File: src/rtl/mixer_pkg.sv
// Shared types and defaults for the mixer sample scheduler (50 MHz clock, 44.1 kHz sample rate).
package mixer_pkg;

    typedef enum logic [1:0] {
        IDLE     = 2'd0,
        START    = 2'd1,
        WAIT_MIX = 2'd2,
        OFFER    = 2'd3
    } sched_state_t;

    localparam int DEF_DATA_W      = 16;
    localparam int DEF_CLK_DIV     = 1134;
    localparam int DEF_TIMEOUT_CYC = 64;

endpackage

File: src/rtl/sample_tick_gen.sv
// Sample-rate divider: one-cycle tick every CLK_DIV clocks while enabled; held at 0 when disabled.
module sample_tick_gen
    import mixer_pkg::*;
#(
    parameter int CLK_DIV = DEF_CLK_DIV
) (
    input  logic clk,
    input  logic rst,
    input  logic i_enable,
    output logic o_tick
);

    localparam int CNT_W = $clog2(CLK_DIV);

    logic [CNT_W-1:0] r_cnt;
    logic             w_last;

    assign w_last = (r_cnt == CNT_W'(CLK_DIV - 1));
    assign o_tick = i_enable && w_last;

    always_ff @(posedge clk) begin
        if (rst || !i_enable) begin
            r_cnt <= '0;
        end else if (w_last) begin
            r_cnt <= '0;
        end else begin
            r_cnt <= r_cnt + CNT_W'(1);
        end
    end

endmodule

File: src/rtl/mixer_sample_scheduler.sv
// Starts one mix per sample tick, captures the mixer result and offers it downstream via valid/ready.
// Optional wait-for-mixer watchdog enabled by defining MIXER_SCHED_TIMEOUT_EN.
module mixer_sample_scheduler
    import mixer_pkg::*;
#(
    parameter int CLK_DIV     = DEF_CLK_DIV,
    parameter int DATA_W      = DEF_DATA_W,
    parameter int TIMEOUT_CYC = DEF_TIMEOUT_CYC
) (
    input  logic              clk,
    input  logic              rst,
    input  logic              enable,
    input  logic              clear_err,
    output logic              calcul_en,
    input  logic [DATA_W-1:0] mix_data,
    input  logic              mix_valid,
    output logic [DATA_W-1:0] sample_out,
    output logic              sample_valid,
    input  logic              sample_ready,
    output logic              busy,
    output logic              overrun,
    output logic              timeout_err
);

    sched_state_t      r_state;
    sched_state_t      w_next;
    logic              w_tick;
    logic              w_capture;
    logic              w_timeout;
    logic [DATA_W-1:0] r_sample;
    logic              r_overrun;

    sample_tick_gen #(
        .CLK_DIV (CLK_DIV)
    ) u_tick_gen (
        .clk      (clk),
        .rst      (rst),
        .i_enable (enable),
        .o_tick   (w_tick)
    );

`ifdef MIXER_SCHED_TIMEOUT_EN
    localparam int WAIT_W = (TIMEOUT_CYC > 2) ? $clog2(TIMEOUT_CYC) : 1;

    logic [WAIT_W-1:0] r_wait;
    logic              r_timeout_err;

    // A mix_valid on the final wait cycle takes priority over the timeout.
    assign w_timeout   = (r_state == WAIT_MIX) && !mix_valid &&
                         (r_wait == WAIT_W'(TIMEOUT_CYC - 1));
    assign timeout_err = r_timeout_err;

    always_ff @(posedge clk) begin
        if (rst || r_state == START) begin
            r_wait <= '0;
        end else if (r_state == WAIT_MIX) begin
            r_wait <= r_wait + WAIT_W'(1);
        end
    end

    always_ff @(posedge clk) begin
        if (rst) begin
            r_timeout_err <= 1'b0;
        end else if (w_timeout) begin
            r_timeout_err <= 1'b1;
        end else if (clear_err) begin
            r_timeout_err <= 1'b0;
        end
    end
`else
    logic w_unused_timeout_cfg;

    assign w_unused_timeout_cfg = (TIMEOUT_CYC != 0);
    assign w_timeout            = 1'b0;
    assign timeout_err          = 1'b0;
`endif

    always_ff @(posedge clk) begin
        if (rst) begin
            r_state <= IDLE;
        end else begin
            r_state <= w_next;
        end
    end

    always_comb begin
        w_next       = r_state;
        w_capture    = 1'b0;
        calcul_en    = 1'b0;
        sample_valid = 1'b0;
        busy         = (r_state != IDLE);
        case (r_state)
            IDLE: begin
                if (w_tick) begin
                    w_next = START;
                end
            end
            START: begin
                calcul_en = 1'b1;
                w_next    = WAIT_MIX;
            end
            WAIT_MIX: begin
                if (mix_valid) begin
                    w_capture = 1'b1;
                    w_next    = OFFER;
                end else if (w_timeout) begin
                    w_next = IDLE;
                end
            end
            OFFER: begin
                sample_valid = 1'b1;
                if (sample_ready) begin
                    w_next = IDLE;
                end
            end
            default: w_next = IDLE;
        endcase
    end

    always_ff @(posedge clk) begin
        if (rst) begin
            r_sample <= '0;
        end else if (w_capture) begin
            r_sample <= mix_data;
        end
    end

    // Ticks landing mid-transaction are dropped; a simultaneous clear loses to the new error.
    always_ff @(posedge clk) begin
        if (rst) begin
            r_overrun <= 1'b0;
        end else if (w_tick && r_state != IDLE) begin
            r_overrun <= 1'b1;
        end else if (clear_err) begin
            r_overrun <= 1'b0;
        end
    end

    assign sample_out = r_sample;
    assign overrun    = r_overrun;

endmodule
File: config.mk
export PLATFORM = sky130hd
export DESIGN_NAME = mixer_sample_scheduler
export DESIGN_NICKNAME = d
export VERILOG_FILES = /design/src/rtl/mixer_pkg.sv /design/src/rtl/sample_tick_gen.sv /design/src/rtl/mixer_sample_scheduler.sv
export SDC_FILE = /design/constraint.sdc
export NUM_CORES = 1
export LEC_CHECK = 0
export BUFFER_PORTS_ARGS = -buffer_cell sky130_fd_sc_hd__buf_2
export CORE_UTILIZATION = 49
export CTS_CLUSTER_SIZE = 20
export DETAILED_ROUTE_END_ITERATION = 7
export GPL_ROUTABILITY_DRIVEN = 0
export PLACE_DENSITY = 0.79
export SLEW_MARGIN = 10
export SYNTH_ARGS = -nofsm -noshare
export SYNTH_HDL_FRONTEND = slang
export SYNTH_SLANG_ARGS = --single-unit
File: constraint.sdc
create_clock -name clk -period 1.8 [get_ports clk]
set_clock_uncertainty 0.1 [all_clocks]
set_input_delay 0.27 -clock clk [delete_from_list [all_inputs] [get_ports clk]]
set_output_delay 0.27 -clock clk [all_outputs]
set_load 0.01 [all_outputs]
# Word level (Yosys, flattened, before mapping)
# Cells that the tools add are included.
# classes
reduce_logical	9
n_addsub	1
n_mux	10
n_eq_ne	7
# ops
op	count
11-bit by 1-bit adder with 11-bit output, second input constant	1
11-bit == test, second input constant	1
2-bit one-hot mux with 4 select lines	1
1-bit 2-to-1 mux	6
2-bit 2-to-1 mux	3
2-bit inequality test, second input constant	3
2-bit == test, second input constant	2
2-bit nonzero test	2
3-bit AND reduction	1
2-bit by 1-bit == test with 1-bit output, second input constant	1
1-bit logical AND	2
2-bit logical NOT	1
2-bit OR reduction	1
1-bit logical NOT	1
1-bit logical OR	1
# word_totals
out_inout_bits	21
register_bits	30
word_cells	31

# Logic depth before layout (Yosys ltp)
# Gate-level depths: netlist (run 1).
# depth
depth_word	4
depth_mapped	7
mapped_depth_nobuf	6

# Hierarchy
# From an unflattened synthesis (run 1), not the netlist that was laid out.
# hier_totals
cells_unflattened	154
hier_area_um2	1302.5
# modules_own_cells
module	area_per_inst_um2	seq_area_each_um2	cells_per_inst	n_inst
mixer_sample_scheduler	787.0	380.4	97	1
sample_tick_gen	515.5	220.2	57	1

# Least setup slack after synthesis (run 1)
# Ideal clock, no wire load.
# synth_timing
path_kind	reg-to-reg
start	register r_state[0]
end	register r_sample[10], in the netlist sample_out[10]
arrival_ps	1283
n_path_buf	2
setup_ps	70
required_time_ps	1630
stages_incl_launch_ff	8
slack_ps	347
cell_sequence	dfxtp_1 inv_1 ha_1 and2_1 clkbuf_1 buf_2 nand2_1 a21oi_1
# synth_via
elab_chain_len	2
# synth_lines
item	line	source
start: declaration	mixer_sample_scheduler.sv:25	sched_state_t r_state;
start signal: assignment	mixer_sample_scheduler.sv:82	r_state <= w_next;
2-bit == test	mixer_sample_scheduler.sv:92	case (r_state)
1-bit 2-to-1 mux	mixer_sample_scheduler.sv:92	
end signal: assignment	mixer_sample_scheduler.sv:124	r_sample <= mix_data;
end: declaration	mixer_sample_scheduler.sv:30	logic [DATA_W-1:0] r_sample;
# No other way between the ends.
# A chain may end at the register's enable or synchronous reset.

# Worst setup path after layout (run 1)
# layout_timing
start	register u_tick_gen.r_cnt[0]
end	register u_tick_gen.r_cnt[9]
# layout_via
elab_chain_len	2
word_cells_on_any_way	3
cone_classes	add/sub (1); eq/ne (1); reduce/logical (1)
# layout_lines
item	line	source
start: declaration	sample_tick_gen.sv:15	logic [CNT_W-1:0] r_cnt;
start signal: assignment	sample_tick_gen.sv:27	r_cnt <= r_cnt + CNT_W'(1);
branches (longest 2 deep; another with 11-bit by 1-bit adder with 11-bit output)	--	
# Several ways; the timed one is not identified.

==> results of run 1 <==
-- logic make-up (layout without fill, tap and decap cells) --
kind of cell / after synthesis / count (layout)
other: 1 / 1
xor gates and xnor gates: 9 / 9
buffers and inverters: 15 / 58
AOI/OAI and AO/OA: 23 / 23
adders and majority gates: 7 / 7
DFF: 30 / 30
and+or+nand+nor: 69 / 69
-- critical path: stages, from the launching register on --
cell and delay (ns):
dfxtp_1 0.44, ha_1 0.18, nor4b_4 0.21, nand4_1 0.15, nand3b_1 0.37, nor2_1 0.10
-- registers in the layout, indices dropped and copies added (netlist names) --
signal,flops
u_tick_gen.r_cnt,11
overrun,1
r_state,2
sample_out,16
-- metal layers --
metal | vias to the layer above | share of wire, % | routed length [um]
li1 | 587 | - | -
met1 | 494 | 45 | 1120
met2 | 47 | 44 | 1110
met3 | 5 | 9.0 | 227
met4 | 0 | 2.0 | 51
met5 | - | 0 | 0
-- cells in the final DEF (no fill, tap or decap), types with 3 or more instances in the layout --
master    Yosys  final
nand2_1      36     36
clkbuf_4      0      5
nor2_1       16     16
xnor2_1       6      6
dfxtp_1      30     30
a21oi_1      17     17
buf_2         2     41
nand3_1       4      4
inv_1         8      8
xor2_1        3      3
ha_1          7      7
-- path summary, 6_finish.rpt --
kind / cells past startpoint / slack [ns] / to / from
min: 3 / 0.07 / sample_out[13]$_SDFFE_PP0P_ / mix_data[13]
max: 5 / 0.13 / u_tick_gen.r_cnt[9]$_SDFF_PP0_ / u_tick_gen.r_cnt[0]$_SDFF_PP0_
max reg2reg: 5 / 0.13 / u_tick_gen.r_cnt[9]$_SDFF_PP0_ / u_tick_gen.r_cnt[0]$_SDFF_PP0_
min reg2reg: 2 / 0.36 / sample_out[14]$_SDFFE_PP0P_ / sample_out[14]$_SDFFE_PP0P_
-- per-stage QoR --
stage,cell area [sq um],utilization (%)
6_report,1570,63.3
5_1_grt,1570,63.3
3_5_place_dp,1510,60.8
2_1_floorplan,1290,-
3_3_place_gp,1510,60.8
4_1_cts,1570,63.3
-- layout make-up --
type                            instances  area, sq um
Clock buffer                            6         51.3
Clock inverter                          2         12.5
Fill cell                             235          908
Inverter                                8         30.0
Multi-Input combinational cell        109          624
Sequential cell                        30          601
Tap cell                               30         37.5
Timing Repair Buffer                   42          213
-- power groups by stage --
stage	Clock, mW	Sequential (mW)	Combinational (mW)
after floorplan	0	0.697	0.0699
after global placement	0	0.697	0.108
after detailed placement	0	0.698	0.114
after CTS	0.431	0.683	0.118
after global routing	0.475	0.684	0.131
final	0.417	0.683	0.118
==> metrics.txt, run 1 <==
Synth async-reset ratio 0%; gate count after technology mapping ~150; GR Util met1 about 22%; Clk pwr share roughly a third; Tot GR Track Use between 20% and 30%; Max-cap violations 0; final std cells w/o fill about 230; Starting Density about half; status completed; routed length per instance ~11 um; dominant cell type by area after synthesis dfxtp_1; met3 usage under 10%; PD cells between 700 and 800 nW/um^2; H-tree Lvls 2; Primary FF master, synth dfxtp_1; Pint 0.911 mW; Setup Fix Bufs, Post-CTS 0; crit start category flip-flop; placed instance count roughly 220; Combinational Power Share 9.7%; # resized after CTS 0; CTS root buf clkbuf_4; YS warnings 0; initial drt markers 24; port bufs 41; adder-cell share of the synthesized area under 10%; Area Growth Syn to Fin 21.9%; Hold Path Class primary input to flip-flop; total wire length 2510 um; core area around 2500 sq um; Reg clk slew, reported paths 0.10 ns; Switching Fraction about 25%; TritonCTS clock tree done; VDD IR max about 0.70 mV; initial antenna violation count 0; CP Class flip-flop to flip-flop; Data required, critical path roughly 1.9 ns; post-DP HPWL 1870 um; total negative setup slack 0 ns; Pleak ~0.65 nW; ratio of cells with drive above 1 in the final layout a little over a quarter; Die Ht 53.3 um; Design Power ~1.2 mW; nature of the critical path endpoint flip-flop; final-report setup violation count 0; cts bufs inserted 5; nets roughly 230; vias per inst roughly 5.0; Compound-Gate Fraction of Synth Area around a tenth; synthesized area around 1300 sq um; antenna cells 0; NetSw approximately 0.3 mW; # clock sinks 30; Max FO, Critical Path 11; top-count cell post-synth nand2_1; I/O Pins 43; mux cell area share after synthesis 0%; most instantiated cells after synthesis nand2_1 (36), dfxtp_1 (30), a21oi_1 (17), nor2_1 (16), inv_1 (8); Chip Width between 50 and 60 um; fin worst setup slack 0.125 ns; Hold-fix buffers, CTS 0; syn nets about 180; unrepaired setup endpoints after global routing false; first-pass GRT wire length around 3900 um; fin. max-slew vios 0; number of routed nets with antenna violations 0; worst-skew pair later-pin latency approximately 0.33 ns; number of synthesized flops with an enable pin 0; critical path arrival roughly 1.8 ns; top cell type's share of synthesized area between 40% and 50%; via count between 1000 and 1500; GR peak layer met2; Hold Slack 0.0671 ns; f_max between 0.5 and 0.6 GHz; vias in the first global route roughly 900; final hold violations 0; clock period minus worst slack around 1.7 ns; #FFs+latches synth 30; full die area ~2800 sq um; aggregate global routing overflow 0; met2 GRT Util a little under a third; Final Cycle Share approximately 93%; Clock Path Buffers 2; Residual DRC 0; register area share after synthesis a little under half; FP Rows 18; largest family of logic cells by synthesized area simple AND/OR/NAND/NOR gates; syn_area_per_cell ~8.4 sq um; largest net degree at the start of global routing 23; Flop pwr share 56.1%; Simple-Gate Fraction of Synth Area approximately 26%; Post-Synth XOR/XNOR Area between 6 and 7%; synth unique cells 27; First-pass DRT Iterations 4; top cells by area, synth dfxtp_1 (47%), nand2_1 (10%), ha_1 (6.8%), a21oi_1 (6.6%), nor2_1 (4.7%); pre-CTS WS around 0.14 ns
Power figures use the tool's default switching activity.
==> run 2: changes to the inputs <==
--- a/config.mk
+++ b/config.mk
@@ -5,12 +5,13 @@
 export SDC_FILE = /design/constraint.sdc
 export NUM_CORES = 1
 export LEC_CHECK = 0
-export BUFFER_PORTS_ARGS = -buffer_cell sky130_fd_sc_hd__buf_2
-export CORE_UTILIZATION = 49
+export ABC_AREA = 1
+export CORE_UTILIZATION = 60
 export CTS_CLUSTER_SIZE = 20
 export DETAILED_ROUTE_END_ITERATION = 7
+export DONT_BUFFER_PORTS = 1
 export GPL_ROUTABILITY_DRIVEN = 0
-export PLACE_DENSITY = 0.79
+export PLACE_DENSITY = 0.77
 export SLEW_MARGIN = 10
 export SYNTH_ARGS = -nofsm -noshare
 export SYNTH_HDL_FRONTEND = slang
==> run 2 against run 1 <==
Against the previous run: clock-buffer cell count up 1; register-to-register slack better by 0.12 ns; synthesized area up 1.2%; sequential power up 24%; clock power down 17%; critical path depth up 3; global-route usage up 3.1 points; die area down 17%; first-iteration DRC count down 38%; critical path type unchanged; largest cell class unchanged.
==> metrics.txt, run 2 <==
status completed (unchanged); VDD IR max 0.896 mV (was 0.699 mV); total wire length 2430 um (was 2510 um); f_max 0.645 GHz (was 0.597 GHz); register area share after synthesis 46.1% (was 46.6%); Synth async-reset ratio 0% (unchanged); port bufs 0 (was 41); YS warnings 0 (unchanged); Tot GR Track Use 23.2% (was 20.1%); CTS root buf clkbuf_4 (unchanged); worst-skew pair later-pin latency 0.31 ns (was 0.33 ns); nets 206 (was 225); largest net degree at the start of global routing 19 (was 23); met2 WL 1270 um (was 1110 um); top-count cell post-synth nor2_1 (was nand2_1); top cell type's share of synthesized area 46.1% (was 46.6%); crit start category flip-flop (unchanged); Setup Fix Bufs, Post-CTS 0 (unchanged); Hold Path Class primary input to flip-flop (unchanged); number of routed nets with antenna violations 0 (unchanged); fin. max-slew vios 0 (unchanged); Chip Width 48.6 um (was 53.3 um); number of synthesized flops with an enable pin 0 (unchanged); met3 WL 178 um (was 227 um); fin area 1380 sq um (was 1570 sq um); # clock sinks 30 (unchanged); Die Ht 48.6 um (was 53.3 um); gate count after technology mapping 172 (was 154); Clock Path Buffers 2 (unchanged); dominant cell type by area after synthesis dfxtp_1 (unchanged); cts bufs inserted 5 (unchanged); Hold-fix buffers, CTS 1 (was 0); aggregate global routing overflow 0 (unchanged); Starting Density 65.1% (was 52.0%); via count 1069 (was 1133); vias per inst 5.24 (was 4.99); PD cells 1130 nW/um^2 (was 775 nW/um^2); ratio of cells with drive above 1 in the final layout 7.91% (was 26.9%); CP Class flip-flop to flip-flop (unchanged); uppermost layer routed met4 (unchanged); Residual DRC 0 (unchanged); vias in the first global route 1067 (was 906); Final Cycle Share 86.2% (was 93.0%); initial drt markers 15 (was 24); TritonCTS clock tree done (unchanged); most instantiated cells after synthesis nor2_1 (50), dfxtp_1 (30), inv_1 (17), o21ai_0 (16), nand2_1 (15) (was nand2_1 (36), dfxtp_1 (30), a21oi_1 (17), nor2_1 (16), inv_1 (8)); FP Rows 16 (was 18); Reg clk slew, reported paths 0.08 ns (was 0.10 ns); First-pass DRT Iterations 4 (unchanged); most common cell after layout, fill and taps aside nor2_1 (was buf_2); synthesized area 1300 sq um (was 1290 sq um); max FFs per register 16 (unchanged); syn nets 201 (was 183); Hold Slack 0.0210 ns (was 0.0671 ns); Data required, critical path 1.96 ns (was 1.90 ns); commonest cells after routing, fill and taps aside nor2_1 (50), dfxtp_1 (30), inv_1 (17) (was buf_2 (41), nand2_1 (36), dfxtp_1 (30)); Util after Layout 68.9% (was 63.3%); post-DP HPWL 1850 um (was 1870 um); unrepaired setup endpoints after global routing false (unchanged); antenna cells 0 (unchanged); I/O Pins 43 (unchanged); Pleak 0.535 nW (was 0.646 nW); clock period minus worst slack 1.55 ns (was 1.67 ns); final hold violations 0 (unchanged); top cells by area, synth dfxtp_1 (46%), nor2_1 (14%), ha_1 (6.7%), o21ai_0 (6.1%), inv_1 (4.9%) (was dfxtp_1 (47%), nand2_1 (10%), ha_1 (6.8%), a21oi_1 (6.6%), nor2_1 (4.7%)); Primary FF master, synth dfxtp_1 (unchanged); critical path arrival 1.72 ns (was 1.78 ns); area post-placement 1320 sq um (was 1510 sq um); nature of the critical path endpoint flip-flop (unchanged); Max-cap violations 0 (unchanged); syn_area_per_cell 7.57 sq um (was 8.36 sq um); final-report setup violation count 0 (unchanged); full die area 2360 sq um (was 2840 sq um); total negative setup slack 0 ns (unchanged); #FFs+latches synth 30 (unchanged); Metal-1 WL 931 um (was 1120 um); first-pass GRT wire length 4150 um (was 3880 um); initial antenna violation count 0 (unchanged); Area Growth Syn to Fin 5.86% (was 21.9%); Max FO, Critical Path 11 (unchanged); core area 2000 sq um (was 2480 sq um); routed length per instance 11.9 um (was 11.1 um); synth unique cells 26 (was 27); # resized after CTS 0 (unchanged); H-tree Lvls 2 (unchanged)
run 2: changes by cell type after synthesis, moves of 2 or more:
cell	delta
nor2_1	+34
nand2_1	-21
o21ai_0	+14
a21oi_1	-12
inv_1	+9
xnor2_1	-5
nand3_1	+4
nand2_2	+3
clkbuf_1	-2
o21a_1	+2
o41ai_1	-2
run 2: routing by layer:
metal  track usage [%]  up-vias
li1                  -      546
met1              22.7      477
met2              41.3       40
met3              9.75        6
met4              12.3        0
met5                 0        -
run 2: layout make-up:
| type | instances | area [sq um] |
|---|---|---|
| clock buffers | 7 | 45.0 |
| fillers | 173 | 623 |
| inverters | 17 | 63.8 |
| multi-input cells | 120 | 611 |
| flip-flops and latches | 30 | 601 |
| well taps | 27 | 33.8 |
| repair buffers | 3 | 25.0 |
run 2: cells by family (layout without fill, tap and decap cells):
| family | after synthesis | after routing | share of synthesized area (%) |
|---|---|---|---|
| other | 1 | 1 | 0.288 |
| adder cells (fa/ha/maj) | 7 | 7 | 6.72 |
| AO/OA/AOI/OAI | 25 | 25 | 10.4 |
| buffers and inverters | 22 | 27 | 7.01 |
| AND/OR/NAND/NOR | 84 | 84 | 27.5 |
| XOR/XNOR | 3 | 3 | 2.02 |
| flip-flops | 30 | 30 | 46.1 |
run 2: stage by stage:
| step | cells | power [mW] | setup slack (ns) |
|---|---|---|---|
| 6_report | 204 | 1.55 | 0.249 |
| 3_5_place_dp | 196 | 1.22 | 0.267 |
| 4_1_cts | 204 | 1.57 | 0.242 |
| 2_1_floorplan | 172 | 1.14 | 0.390 |
| 3_3_place_gp | 196 | 1.20 | 0.334 |
| 5_1_grt | 204 | 1.67 | 0.127 |
run 2: worst max-delay path, stage by stage, from the launching register on:
cell and delay [ns]:
dfxtp_1 0.38, inv_1 0.06, ha_1 0.17, inv_1 0.06, nor2_1 0.05, nand3_1 0.07
nand3_1 0.29, nor2_1 0.19, o21a_1 0.13
run 2: worst paths after layout:
| kind | to | cells past startpoint | slack [ns] | from |
|---|---|---|---|---|
| max | u_tick_gen.r_cnt[8]$_SDFF_PP0_ | 8 | 0.25 | u_tick_gen.r_cnt[1]$_SDFF_PP0_ |
| min | sample_out[1]$_SDFFE_PP0P_ | 2 | 0.02 | mix_data[1] |
| max reg2reg | u_tick_gen.r_cnt[8]$_SDFF_PP0_ | 8 | 0.25 | u_tick_gen.r_cnt[1]$_SDFF_PP0_ |
| min reg2reg | u_tick_gen.r_cnt[9]$_SDFF_PP0_ | 2 | 0.37 | u_tick_gen.r_cnt[9]$_SDFF_PP0_ |
run 2: where the power goes:
group | internal [mW] | total, mW | leakage (nW) | switching (mW)
Sequential | 0.749 | 0.844 | 0.244 | 0.0947
Combinational | 0.134 | 0.364 | 0.266 | 0.230
Clock | 0.147 | 0.346 | 0.0254 | 0.199
